===== src/rtl/seq_booth_mult.sv =====
// seq_booth_mult
//   Sequential radix-4 Booth multiplier. Two multiplier bits are retired per
//   clock. The result is a full 2*WIDTH product. Signed/unsigned mode is
//   selected at run time and latched together with the operands.
//
// Parameters
//   WIDTH    operand width (even, >= 4)
//
// Ports
//   CLK      rising-edge clock
//   RST      asynchronous, active-high reset
//   St       start request (level), only sampled while idle
//   Signed   1 = two's-complement operands, 0 = unsigned (latched at load)
//   Mplier   multiplier (latched at load)
//   Mcand    multiplicand (latched at load)
//   Busy     high while a multiply is iterating
//   Done     high while the finished result is being presented
//   Product  result register, held until the next completion
module seq_booth_mult #(
  parameter int WIDTH = 16
) (
  input  logic                 CLK,
  input  logic                 RST,
  input  logic                 St,
  input  logic                 Signed,
  input  logic [WIDTH-1:0]     Mplier,
  input  logic [WIDTH-1:0]     Mcand,
  output logic                 Busy,
  output logic                 Done,
  output logic [2*WIDTH-1:0]   Product
);

  // One iteration per pair of multiplier bits, plus one extra iteration.
  // The extra iteration covers the two extension bits, which keeps the
  // unsigned case exact.
  localparam int NIT = WIDTH/2 + 1;
  localparam int CW  = $clog2(NIT);
  localparam int AW  = WIDTH + 3;   // accumulator / multiplicand width
  localparam int QW  = WIDTH + 2;   // multiplier shift register width

  localparam logic [CW-1:0] CNT_LAST = CW'(NIT - 1);
  localparam logic [CW-1:0] CNT_ONE  = {{(CW-1){1'b0}}, 1'b1};

  typedef enum logic [1:0] {
    IDLE = 2'b00,
    RUN  = 2'b01,
    DONE = 2'b10
  } state_t;

  state_t          state_r;
  state_t          state_nxt_s;
  logic [AW-1:0]   a_r;
  logic [AW-1:0]   m_r;
  logic [QW-1:0]   q_r;
  logic            qm1_r;
  logic [CW-1:0]   cnt_r;

  logic [AW-1:0]   mcand_ext_s;
  logic [QW-1:0]   mplier_ext_s;
  logic [AW-1:0]   sum_s;
  logic [AW-1:0]   a_shift_s;
  logic [QW-1:0]   q_shift_s;
  logic            qm1_shift_s;

  // Booth recoding of {Q1,Q0,Q-1} into the addend 0, +-M or +-2M
  // (all arithmetic is modulo 2^AW).
  function automatic logic [AW-1:0] booth_addend(input logic [2:0] code,
                                                 input logic [AW-1:0] m);
    logic [AW-1:0] m2;
    m2 = {m[AW-2:0], 1'b0};
    case (code)
      3'b000, 3'b111: booth_addend = {AW{1'b0}};
      3'b001, 3'b010: booth_addend = m;
      3'b011:         booth_addend = m2;
      3'b100:         booth_addend = {AW{1'b0}} - m2;
      3'b101, 3'b110: booth_addend = {AW{1'b0}} - m;
      default:        booth_addend = {AW{1'b0}};
    endcase
  endfunction

  // Operand extension at load time (sign or zero, per Signed).
  always_comb begin
    mcand_ext_s  = {{3{Signed & Mcand[WIDTH-1]}}, Mcand};
    mplier_ext_s = {{2{Signed & Mplier[WIDTH-1]}}, Mplier};
  end

  // One Booth step: add the recoded addend, then arithmetic shift {A,Q,Q-1} by 2.
  always_comb begin
    sum_s       = a_r + booth_addend({q_r[1:0], qm1_r}, m_r);
    a_shift_s   = {{2{sum_s[AW-1]}}, sum_s[AW-1:2]};
    q_shift_s   = {sum_s[1:0], q_r[QW-1:2]};
    qm1_shift_s = q_r[1];
  end

  // Next-state logic for the IDLE/RUN/DONE sequencer.
  always_comb begin
    state_nxt_s = state_r;
    case (state_r)
      IDLE: begin
        if (St) begin
          state_nxt_s = RUN;
        end else begin
          state_nxt_s = IDLE;
        end
      end
      RUN: begin
        if (cnt_r == CNT_LAST) begin
          state_nxt_s = DONE;
        end else begin
          state_nxt_s = RUN;
        end
      end
      DONE: begin
        // A held St keeps us here, so it cannot retrigger a second run.
        if (St) begin
          state_nxt_s = DONE;
        end else begin
          state_nxt_s = IDLE;
        end
      end
      default: state_nxt_s = IDLE;
    endcase
  end

  // State register plus registered Busy/Done decodes of the next state.
  always_ff @(posedge CLK or posedge RST) begin
    if (RST) begin
      state_r <= IDLE;
      Busy    <= 1'b0;
      Done    <= 1'b0;
    end else begin
      state_r <= state_nxt_s;
      Busy    <= (state_nxt_s == RUN);
      Done    <= (state_nxt_s == DONE);
    end
  end

  // Datapath: operand load, iteration and result capture.
  always_ff @(posedge CLK or posedge RST) begin
    if (RST) begin
      a_r     <= {AW{1'b0}};
      m_r     <= {AW{1'b0}};
      q_r     <= {QW{1'b0}};
      qm1_r   <= 1'b0;
      cnt_r   <= {CW{1'b0}};
      Product <= {(2*WIDTH){1'b0}};
    end else begin
      case (state_r)
        IDLE: begin
          if (St) begin
            a_r   <= {AW{1'b0}};
            m_r   <= mcand_ext_s;
            q_r   <= mplier_ext_s;
            qm1_r <= 1'b0;
            cnt_r <= {CW{1'b0}};
          end
        end
        RUN: begin
          a_r   <= a_shift_s;
          q_r   <= q_shift_s;
          qm1_r <= qm1_shift_s;
          cnt_r <= cnt_r + CNT_ONE;
          // After the last shift the low 2*WIDTH bits of {A,Q} are the product.
          if (cnt_r == CNT_LAST) begin
            Product <= {a_shift_s[WIDTH-3:0], q_shift_s};
          end
        end
        default: begin
          // DONE: everything holds.
        end
      endcase
    end
  end

endmodule


===== config.mk =====
export PLATFORM = sky130hd
export DESIGN_NAME = seq_booth_mult
export DESIGN_NICKNAME = d
export VERILOG_FILES = /design/src/rtl/seq_booth_mult.sv
export SDC_FILE = /design/constraint.sdc
export NUM_CORES = 1
export LEC_CHECK = 0
export BUFFER_PORTS_ARGS = -buffer_cell sky130_fd_sc_hd__clkbuf_2
export CORE_ASPECT_RATIO = 1.25
export CORE_UTILIZATION = 53
export DETAILED_ROUTE_END_ITERATION = 8
export PLACE_DENSITY = 0.77
export SETUP_SLACK_MARGIN = 0.2
export SLEW_MARGIN = 20
export SYNTH_ARGS = -nofsm -noshare
export SYNTH_HDL_FRONTEND = slang
export SYNTH_SLANG_ARGS = --single-unit

===== constraint.sdc =====
create_clock -name CLK -period 3.2 [get_ports CLK]
set_input_delay 0.8 -clock CLK [delete_from_list [all_inputs] [get_ports CLK]]
set_output_delay 0.8 -clock CLK [all_outputs]
set_load 0.02 [all_outputs]

# Word-level counts from Yosys, hierarchy flattened
# Cells that the tools add are included.
[classes] n_eq_ne=13 mux=13 bitwise_logic=2 n_reduce_logical=9 addsub=4
[op_table] op="$pmux W19 S5" count=1
[op_table] op="$pmux W19 S2" count=1
[op_table] op="$pmux W18 S2" count=1
[op_table] op="$add A19 B19 Y19" count=1
[op_table] op="$mux W19" count=1
[op_table] op="$sub A1 B18 Y19 const A" count=1
[op_table] op="$mux W18" count=1
[op_table] op="$sub A1 B17 Y18 const A" count=1
[op_table] op="$eq A3 B3 Y1 const B" count=4
[op_table] op="$pmux W4 S2" count=1
[op_table] op="$eq A3 B2 Y1 const B" count=2
[op_table] op="$pmux W2 S3" count=1
[op_table] op="$reduce_and A2 Y1" count=3
[op_table] op="$reduce_or A2 Y1" count=3
[op_table] op="$add A4 B1 Y4 const B" count=1
[op_table] op="$eq A2 B1 Y1 const B" count=2
[op_table] op="$eq A2 B2 Y1 const B" count=2
[op_table] op="$eq A4 B4 Y1 const B" count=1
[op_table] op="$mux W2" count=2
[op_table] op="$mux W4" count=1
[op_table] op="$eq A3 B1 Y1 const B" count=1
[op_table] op="$logic_not A3 Y1" count=1
[op_table] op="$and A1 B1 Y1" count=2
[op_table] op="$logic_not A2 Y1" count=1
[op_table] op="4 further kinds" count=5
[word_totals] out_inout_bits=34 inputBits=36 word_cells=50 reg_bits=95

# Logic depth before layout (Yosys ltp)
[logic_depth] ltp_word=5 depth_mapped=17 depth_no_buf=16

# Least setup slack after synthesis
# Ideal clock, no wire load.
[synth_timing] path_type="register to register" from="register m_r[3]" to="register a_r[14]" arrival_ns=3.343 n_path_buf=1 path_stages_with_launch=17 required_time_ns=3.067 setup_ns=0.133 setup_slack_ns=-0.276 synth_period_minus_slack_ns=3.476 path_cell_list="dfrtp_1 buf_6 nor4_4 nand2_2 or3_4 and2_4 xor2_2 a221oi_2 a31oi_1 ha_1 o211ai_1 nor2_1 a21boi_0 o21ai_0 a221oi_1 xor2_1 o21ai_0"
[synth_via] elab_chain_cells=4 elab_cells_between_ends=5 cone_classes="add/sub: 3; mux: 2"
[synth_rtl] item="start: declaration" line="53" text="logic [AW-1:0] m_r;"
[synth_rtl] item="start signal: assignment" line="142" text="m_r <= {AW{1'b0}};"
[synth_rtl] item="start signal: assignment" line="152" text="m_r <= mcand_ext_s;"
[synth_rtl] item="$sub A1 B18 Y19 or $sub A1 B17 Y18 (tied branches)" line="75, 76"
[synth_rtl] item="$pmux W19 S5 *" line="71" text="case (code)"
[synth_rtl] item="$add A19 B19 Y19 *" line="89" text="sum_s = a_r + booth_addend({q_r[1:0], qm1_r}, m_r);"
[synth_rtl] item="$pmux W19 S2 *" line="148" text="case (state_r)"
[synth_rtl] item="end signal: assignment" line="141" text="a_r <= {AW{1'b0}};"
[synth_rtl] item="end signal: assignment" line="151" text="a_r <= {AW{1'b0}};"
[synth_rtl] item="end signal: assignment" line="159" text="a_r <= a_shift_s;"
[synth_rtl] item="end: declaration" line="52" text="logic [AW-1:0] a_r;"
# Mark *: on every way between the ends. The rest lies on a longest branch, timed or not.
# A chain may end at the register's enable or synchronous reset.

# Worst setup path in the final report
[layout_timing] from="register m_r[5]" to="register Product[31]"
[layout_via] elab_chain_cells=3 elab_cells_between_ends=4 cone_classes="add/sub: 3; mux: 1"
[layout_rtl] item="$sub A1 B18 Y19 or $sub A1 B17 Y18 (tied branches)" line="75, 76"
[layout_rtl] item="$pmux W19 S5 *" line="71"
[layout_rtl] item="$add A19 B19 Y19 *" line="89"
[layout_rtl] item="end signal: assignment" line="146" text="Product <= {(2*WIDTH){1'b0}};"
[layout_rtl] item="end signal: assignment" line="165" text="Product <= {a_shift_s[WIDTH-3:0], q_shift_s};"
[layout_rtl] item="end: declaration" line="30" text="output logic [2*WIDTH-1:0] Product"
# Marks and branches as above.

==> out/qor.yml <==
status: "finished, violations left"
violations: "negative setup slack"
drt-total-wl_mm: 15.3
setup_violations: 18
die-width_um: 93.2
worst_path_max_delay_cell: "dfrtp_1"
die_area_sq_um: 10800
die_h_um: 116
critical_path.top_delay_family: "compound AO/OA/AOI/OAI gates"
period_share_pct: 113
ys_seq_elements: 93
final-hold-violation-count: 0
crit_chain: "nor4_4 > nand2_2 > or3_4 > and2_4 > xor2_2 > a221oi_2 > a31oi_1 > ha_1 > a21oi_2 > o21ai_2 > a221o_1 > a21oi_2 > o21ai_1 > xnor2_1 > mux2i_1"
maxSlewHeadroom_pct: 50.2
cts_made_buffers: 9
antenna_left: 0
cts_root_buffer: "clkbuf_16"
layout.nets: 779
synth_seq_area_share_pct: 42.3
utilization_pct: 70.8
tightest_slew_ns: 0.747
cts_tree: "done"
rows: 41
cts_hold_buf: 0
viasPerCell: 5.85
syn_area_sq_um: 5510
synth_cells: 591
start_kind: "flip-flop"
worstHoldPathCells: 1
crit_required_ns: 3.42
r2r_cells: 15
drt_pass1_iterations: 7
clk_pin_slew_worst_paths_ns: 0.07
grt_pass1_vias: 4859
fin_ws_ns: -0.423
async_flop_share_pct: 100
ys.flop_type: "dfrtp_1"
io_buffers: 69
initialDrtViolationCount: 343
vias: 4989
grt_usage_pct: 28.2
grt_pass1_wl_mm: 23.7
hold_class: "flip-flop to flip-flop"
synth_edf_count: 0
fillCellCount: 730
cp_max_fo: 3
drive_above_1_share_pct: 36.6
design.portCount: 70
wire_per_inst_um: 17.9
grt_start_max_net_pins: 94
start_util_pct: 54.5
maxCapViolations: 0
gp_congestion: 0.938
drc: 0
cpMostUsedCell: "a21oi_2"
synth_cell_type_count: 59
path_buf_inv: 0
antenna_found_initial: 0
cp-end-kind: "flip-flop"
syn_nets: 649
htree_levels: 3
hpwl_mm: 10.4
max_freq_mhz: 276
core_area_sq_um: 10100
synth_warnings: 0
drv_slew: 0
cp.depth: 15
fin_crit_ns: 3.62
worstSetupPathType: "flip-flop to flip-flop"
grt_remaining_overflow: 0
clock_latency_ns: 0.35
slowest_delay_ns: 0.41
antennaDiodeCount: 0
cp_data_arrival_time_ns: 3.84
avgSynthCellArea_sq_um: 9.32
clk_path_buf_depth: 2
skew_ns: 0.00722
cts_sinks: 93
area_delta_synth_final_pct: 29.9
rsz0062_at_grt: "yes"
[logic make-up (layout without fill, tap and decap cells)]
| kind of cell | after synthesis | count (layout) | synth area share [%] |
|---|---|---|---|
| compound gates | 170 | 170 | 20.2 |
| flops | 93 | 93 | 42.3 |
| simple gates | 178 | 178 | 14.7 |
| buf+inv | 55 | 188 | 4.39 |
| mux | 37 | 37 | 7.43 |
| fa+ha+maj | 22 | 22 | 5.14 |
| xor+xnor | 36 | 36 | 5.86 |
[synth_stat cells, types with 2 or more instances]
| cell | instances | area (sq um) |
|---|---|---|
| clkbuf_2 | 2 | 10.0 |
| ha_1 | 21 | 263 |
| a21o_1 | 9 | 67.6 |
| nand2b_1 | 5 | 31.3 |
| clkbuf_1 | 23 | 86.3 |
| inv_1 | 13 | 48.8 |
| a21boi_0 | 3 | 22.5 |
| a21oi_1 | 37 | 185 |
| a22oi_1 | 24 | 180 |
| buf_6 | 2 | 22.5 |
| nor2_1 | 23 | 86.3 |
| buf_4 | 2 | 15.0 |
| dfrtp_1 | 93 | 2330 |
| nand3b_1 | 3 | 22.5 |
| mux2_2 | 31 | 349 |
| buf_2 | 8 | 40.0 |
| nand2_1 | 108 | 405 |
| o21ai_0 | 45 | 225 |
| nand4_1 | 5 | 31.3 |
| o22ai_1 | 4 | 25.0 |
| o211ai_1 | 3 | 22.5 |
| a221oi_1 | 6 | 52.6 |
| nor4_1 | 2 | 12.5 |
| buf_1 | 5 | 18.8 |
| and2_1 | 2 | 12.5 |
| nor3_2 | 2 | 20.0 |
| a22o_1 | 13 | 114 |
| xnor2_1 | 22 | 193 |
| o21bai_1 | 5 | 37.5 |
| nor3_1 | 4 | 20.0 |
| a31oi_1 | 5 | 31.3 |
| nor2b_1 | 3 | 18.8 |
| a211oi_1 | 5 | 37.5 |
| xor2_1 | 13 | 114 |
| mux2i_1 | 6 | 60.1 |
| nand3_1 | 11 | 55.1 |
[cell usage in the layout, fill, tap and decap left out, types with 5 or more instances in the layout]
cell type and n:
buf_4 80, a21oi_1 26, nand2b_1 5, a31oi_1 5
inv_1 10, clkbuf_2 69, nand4_1 5, o21ai_2 5
xor2_1 10, a22o_1 13, a21oi_2 9, xnor2_1 16
mux2_2 29, a22oi_1 24, clkbuf_16 9, nor2_1 20
a21o_1 9, nand2_1 104, buf_6 9, dfrtp_1 93
mux2i_1 6, o21ai_1 8, nand3_1 11, o21ai_0 33
ha_1 18, xnor2_2 5
[worst paths after layout]
path,from,to,slack [ns]
max,m_r[5],Product[31],-0.42
max reg2reg,m_r[5],Product[31],-0.42
min reg2reg,cnt_r[3],cnt_r[3],0.50
min in group asynchronous,RST,q_r[1],0.57
min,cnt_r[3],cnt_r[3],0.50
max in group asynchronous,RST,Product[24],2.24
[metrics by stage]
step	area (sq um)	setup TNS [ns]	setup slack, ns	std cells	hold WS, ns
detailed placement	6470	-2.20	-0.330	824	0.481
global route	7150	-6.35	-0.566	853	0.524
floorplan	5560	-0.942	-0.192	591	0.456
finish	7150	-4.69	-0.423	853	0.497
CTS	6890	-2.30	-0.281	844	0.497
global placement	6470	-1.05	-0.165	824	0.474
[cell type report]
cell class / instances / area, sq um / share of cell area (%)
Clock inverter: 5 / 60.1 / 0.840
Tap cell: 129 / 161 / 2.26
Sequential cell: 93 / 2330 / 32.5
Timing Repair Buffer: 161 / 1110 / 15.5
Clock buffer: 9 / 225 / 3.15
Inverter: 13 / 52.6 / 0.735
Multi-Input combinational cell: 443 / 3220 / 45.0
[registers in the layout, indices dropped and copies added (netlist names)]
register / count
Busy: 1
m_r: 17
q_r: 18
a_r: 17
Done: 1
state_r: 2
qm1_r: 1
cnt_r: 4
Product: 32
[timing repair]
item | 4_1_cts | 5_1_grt
gates resized for setup | 22 | 45
buffers inserted | 6 | 9
endpoints found under the setup margin | 18 | 25
pin swaps | 24 | 32
[worst reg2reg max path: cells and delay by family, from the launching register on]
kind	cells	cell delay [ns]
and+or+nand+nor	4	1.00
xor gates and xnor gates	2	0.38
DFF	1	0.41
muxes	1	0.10
adders and majority gates	1	0.35
AOI/OAI and AO/OA	7	1.26
[metal layers]
metal  GRT usage (%)  vias to the layer above  part of all wire, %
li1                -                     2356                    -
met1            35.2                     2426                   42
met2            47.6                      164                   50
met3            5.84                       43                  4.6
met4            11.6                        0                  2.9
met5               0                        -                    0
Power is not shown: default switching activity piles up to over one toggle a cycle in this logic, so the estimate is an artifact.
